<file path="src/rtl/counter_monitor_pkg.sv">
// Shared types and defaults for the counter_monitor receive-side checker.
// Optional sticky-error feature in the top is enabled by COUNTER_MONITOR_STICKY_EN.
package counter_monitor_pkg;

  typedef enum logic [1:0] {
    HUNT   = 2'd0,
    CHECK  = 2'd1,
    LOCKED = 2'd2
  } state_t;

  localparam int DEFAULT_WIDTH      = 4;
  localparam int DEFAULT_LOCK_COUNT = 2;
  localparam int DEFAULT_ERR_WIDTH  = 8;
  localparam int MATCH_WIDTH        = 4;

  // Carry-out of the observed counter is high exactly when its low 'width' bits are all ones.
  function automatic logic expected_carry(input logic [31:0] value, input int width);
    logic result;
    result = 1'b1;
    for (int b = 0; b < 32; b++) begin
      if (b < width) result = result & value[b];
    end
    return result;
  endfunction

endpackage

</file>
<file path="src/rtl/counter_monitor_sat_counter.sv">
// Saturating up-counter: increments on inc, sticks at all-ones, never wraps.
module sat_counter #(
  parameter int W = 8
) (
  input  logic         clk,
  input  logic         rst_n,
  input  logic         inc,
  output logic [W-1:0] q
);

  always_ff @(posedge clk or negedge rst_n) begin
    if (!rst_n) begin
      q <= '0;
    end else if (inc && (q != {W{1'b1}})) begin
      q <= q + W'(1);
    end
  end

endmodule

</file>
<file path="src/rtl/counter_monitor.sv">
// Lock-and-check monitor for a free-running up-counter stream (count plus carry-out).
// Define COUNTER_MONITOR_STICKY_EN to add the clr_sticky input and err_sticky output.
module counter_monitor
  import counter_monitor_pkg::*;
#(
  parameter int WIDTH      = DEFAULT_WIDTH,
  parameter int LOCK_COUNT = DEFAULT_LOCK_COUNT,
  parameter int ERR_WIDTH  = DEFAULT_ERR_WIDTH
) (
  input  logic                 CLK,
  input  logic                 RESETN,
  input  logic                 EN,
  input  logic [WIDTH-1:0]     I,
  input  logic                 CIN,
`ifdef COUNTER_MONITOR_STICKY_EN
  input  logic                 clr_sticky,
  output logic                 err_sticky,
`endif
  output logic                 locked,
  output logic                 err,
  output logic [ERR_WIDTH-1:0] err_count
);

  localparam logic [MATCH_WIDTH-1:0] LOCK_LIMIT = MATCH_WIDTH'(LOCK_COUNT);

  state_t                 state;
  logic [WIDTH-1:0]       prev;
  logic [MATCH_WIDTH-1:0] match_cnt;
  logic [MATCH_WIDTH-1:0] match_next;
  logic                   good;
  logic                   err_hit;

  assign good       = (I == WIDTH'(prev + 1'b1)) && (CIN == expected_carry(32'(I), WIDTH));
  assign match_next = match_cnt + MATCH_WIDTH'(1);
  assign err_hit    = EN && (state == LOCKED) && !good;

  // The first sample after HUNT only seeds prev; lock needs LOCK_COUNT good steps after it.
  always_ff @(posedge CLK or negedge RESETN) begin
    if (!RESETN) begin
      state     <= HUNT;
      prev      <= '0;
      match_cnt <= '0;
      locked    <= 1'b0;
      err       <= 1'b0;
    end else begin
      err <= 1'b0;
      if (EN) begin
        prev <= I;
        case (state)
          HUNT: begin
            state     <= CHECK;
            match_cnt <= '0;
          end
          CHECK: begin
            if (good) begin
              if (match_next == LOCK_LIMIT) begin
                state     <= LOCKED;
                locked    <= 1'b1;
                match_cnt <= '0;
              end else begin
                match_cnt <= match_next;
              end
            end else begin
              match_cnt <= '0;
            end
          end
          LOCKED: begin
            if (!good) begin
              state     <= CHECK;
              locked    <= 1'b0;
              err       <= 1'b1;
              match_cnt <= '0;
            end
          end
          default: begin
            state     <= HUNT;
            locked    <= 1'b0;
            match_cnt <= '0;
          end
        endcase
      end
    end
  end

  sat_counter #(
    .W (ERR_WIDTH)
  ) u_err_count (
    .clk   (CLK),
    .rst_n (RESETN),
    .inc   (err_hit),
    .q     (err_count)
  );

`ifdef COUNTER_MONITOR_STICKY_EN
  // Setting has priority so an error coinciding with a clear is never lost.
  always_ff @(posedge CLK or negedge RESETN) begin
    if (!RESETN) begin
      err_sticky <= 1'b0;
    end else if (err_hit) begin
      err_sticky <= 1'b1;
    end else if (clr_sticky) begin
      err_sticky <= 1'b0;
    end
  end
`endif

endmodule

</file>
<file path="config.mk">
export PLATFORM = sky130hd
export DESIGN_NAME = counter_monitor
export DESIGN_NICKNAME = d
export VERILOG_FILES = /design/src/rtl/counter_monitor_pkg.sv /design/src/rtl/counter_monitor_sat_counter.sv /design/src/rtl/counter_monitor.sv
export SDC_FILE = /design/constraint.sdc
export NUM_CORES = 1
export LEC_CHECK = 0
export CAP_MARGIN = 10
export CORE_ASPECT_RATIO = 0.7
export CORE_UTILIZATION = 55
export CTS_CLUSTER_SIZE = 14
export DETAILED_ROUTE_END_ITERATION = 8
export PLACE_DENSITY = 0.92
export SLEW_MARGIN = 20
export SYNTH_ARGS = -nofsm -noshare
export SYNTH_HDL_FRONTEND = slang
export SYNTH_SLANG_ARGS = --single-unit
export TNS_END_PERCENT = 30
</file>
<file path="constraint.sdc">
create_clock -name CLK -period 3.3 [get_ports CLK]
set_clock_uncertainty 0.05 [all_clocks]
set_input_delay 0.495 -clock CLK [delete_from_list [all_inputs] [get_ports CLK]]
set_output_delay 0.495 -clock CLK [all_outputs]
set_load 0.02 [all_outputs]
</file>
==> impl_metrics.py <==
metrics = {
    "route": {
        "wl_per_cell_um": 16.97,
        "routed_via_density": 6.309,
        "ant_nets": 0,
        "num_vias": 940,
        "drc": 2,
        "drt_wl_total_um": 2529,
        "drtIter0Drc": 56,
        "first_pass_iters": 7,
    },
    "clocking": {
        "ctsHoldBuffers": 0,
        "clkSlewWorstSetupHoldPaths_ns": 0.11,
        "cts.sinks": 20,
        "cts_max_level": 1,
        "clock_path_buffers": 2,
        "cts_tree": "built",
        "root_buffer": "clkbuf_4",
        "cts_buffers": 3,
        "insertion_delay_ns": 0.30,
        "cts_setup_buffers": 0,
        "cts-resized-gates": 0,
    },
    "setup_path": {
        "worst-setup-path-type": "input port to flop",
        "cp.required_ns": 3.44,
        "path_buf_inv": 1,
        "cp_max_fo": 11,
        "max_stage_delay_ns": 0.51,
        "path_cells": "clkdlybuf4s50_1 > xor3_1 > nor3_2 > and3_4 > nor2_1 > mux2_1",
        "crit_family": "simple AND/OR/NAND/NOR gates",
        "worst_setup_path_start_kind": "input port",
        "worstPathArrival_ns": 2.37,
        "r2r_slack_ns": 1.20,
        "critPathCaptureType": "flop",
        "crit_slowest_cell": "clkdlybuf4s50_1",
    },
    "final_layout": {
        "num_antenna_cells": 0,
        "drive_above_1_share": 0.1417,
        "nNetsFinal": 140,
        "post-route-util": 0.7259,
        "final_area_um2": 1405,
        "syn2layout_area_growth_pct": 18.84,
    },
    "grt": {
        "grt_max_degree": 21,
        "grt-ovfl-total": 0,
        "grt_pass1_vias": 882,
        "grt_pass1_wl_um": 4105,
        "grt.total_usage": 0.2453,
        "antenna_found_initial": 0,
    },
    "synth": {
        "ys_types": 38,
        "synth_edf_count": 0,
        "synth_seq_cells": 20,
        "synth.top_cell.area_share": 0.4233,
        "syn_area_per_cell_um2": 10.95,
        "yosysSeqAreaShare": 0.4233,
        "synth_top_area_cell": "dfrtp_1",
        "async_flop_share": 1.000,
        "synthFlopType": "dfrtp_1",
        "ys_top_cells_by_area": "dfrtp_1, xor2_1, mux2_2",
        "ys_warn_count": 0,
        "syn_area_um2": 1182,
        "synth_fp_nets": 120,
        "syn_inst": 108,
    },
    "sta": {
        "rsz0062_at_grt": "no",
        "max_slew_margin": 0.4116,
        "period_needed_ns": 2.224,
        "timing.fmax_mhz": 449.7,
        "post-route-period-util": 0.6738,
        "slew_viol_final": 0,
        "final-hold-violation-count": 0,
        "finalSetupViolCount": 0,
        "tightest_slew_ns": 0.8798,
        "tns_ns": 0,
    },
    "power_and_ir_drop": {
        "ir_drop_mv": 0.2780,
        "power_per_cell_area_nw_per_um2": 385.8,
        "total_leakage_power_nw": 0.6113,
    },
    "die": {
        "die_y_um": 40.79,
        "dieArea_um2": 2342,
        "io_pins": 18,
        "core_area_um2": 1936,
        "die_w_um": 57.42,
        "std_cell_rows": 13,
        "start_util": 0.6109,
    },
    "placement": {
        "gp_congestion": 0.8830,
        "place_area_um2": 1369,
        "dpl.hpwl_um": 1896,
        "numPortBuffers": 17,
    },
    "min_path": {
        "holdCritPathClass": "flop to flop",
    },
    "outcome": {
        "status": "finished with violations",
        "violations": "DRC",
    },
    "flow_run": {
        "cap_viol_max_count": 0,
    },
}
-- placed cells by master, fill, tap and decap left out, types with 2 or more instances in the layout --
master,n
nand2b_1,2
nor2_1,5
nand2_1,8
dfrtp_1,20
xor2_1,8
xnor2_1,3
nor3_1,2
clkbuf_4,3
clkdlybuf4s50_1,17
nor4b_1,2
a21oi_1,2
o21ai_0,5
mux2_1,2
mux2_2,5
nand3_1,7
o2bb2ai_1,2
inv_1,5
ha_1,4
nand4_1,4
-- state kept, by name, summed over array words and instances, names as in the netlist --
signal	flops
locked	1
match_cnt	4
err	1
state	2
u_err_count.q	8
prev	4
-- cells in the mapped netlist (2+ instances only) --
library cell / count
o21ai_0: 5
o2bb2ai_1: 2
nand4_1: 4
nor4b_1: 2
mux2_1: 2
nor2_1: 5
dfrtp_1: 20
xnor2_1: 3
ha_1: 4
nand2b_1: 2
nor3_1: 2
xor2_1: 8
a21oi_1: 2
nand2_1: 8
nand3_1: 7
clkbuf_1: 2
mux2_2: 5
inv_1: 5
-- kinds of logic after synthesis --
group	after synthesis	synth area share
simple gates	40	0.2275
flops	20	0.4233
compound gates	17	0.1069
xor+xnor	12	0.1016
buf+inv	8	0.03175
mux	7	0.06666
fa+ha+maj	4	0.04233
-- worst reg2reg max path, stage by stage (launching register included) --
cell and delay (ns):
dfrtp_1 0.44, ha_1 0.33, xor2_1 0.20, nor3_2 0.08
and3_4 0.25, nor3b_2 0.28, mux2_2 0.37
-- area by class of cell --
class | instances | area [um^2]
multi-input cells | 80 | 644.4
inverters | 5 | 18.77
well taps | 22 | 27.53
flip-flops and latches | 20 | 500.5
clock buffers | 4 | 36.28
repair buffers | 18 | 177.7
fillers | 132 | 530.5
-- stage by stage --
step / power, mW / hold WS [ns] / instances / worst slack [ns]
after detailed placement: 0.4027 / 0.4550 / 145 / 0.7735
after floorplan: 0.3593 / 0.1494 / 108 / 1.288
after global placement: 0.3954 / 0.4274 / 145 / 0.8881
final: 0.5421 / 0.4700 / 149 / 1.076
after CTS: 0.5447 / 0.4746 / 149 / 1.095
after global routing: 0.5643 / 0.4957 / 149 / 1.057
-- path summary, 6_finish.rpt --
kind / endpoint / cells after the start / from
max in group asynchronous: prev[1] / 1 / RESETN
setup reg to reg: u_err_count.q[1] / 6 / prev[0]
min in group asynchronous: u_err_count.q[4] / 1 / RESETN
hold reg to reg: u_err_count.q[7] / 1 / u_err_count.q[7]
hold / removal: u_err_count.q[7] / 1 / u_err_count.q[7]
setup / recovery: u_err_count.q[3] / 6 / I[2]
-- metal layers --
layer / GRT usage / share of wire / up-vias
met2: 0.4244 / 0.46 / 56
met4: 0.06707 / 0.029 / 0
li1: - / - / 435
met1: 0.3116 / 0.44 / 433
met3: 0.06940 / 0.074 / 16
met5: 0 / 0 / -
-- report_power, final --
group | switching, mW | internal, mW | leakage (nW)
logic | 0.0610 | 0.0585 | 0.330
clock network | 0.0754 | 0.0673 | 0.0210
registers | 0.0185 | 0.261 | 0.260
No activity file was read; power rests on OpenSTA's default activity.
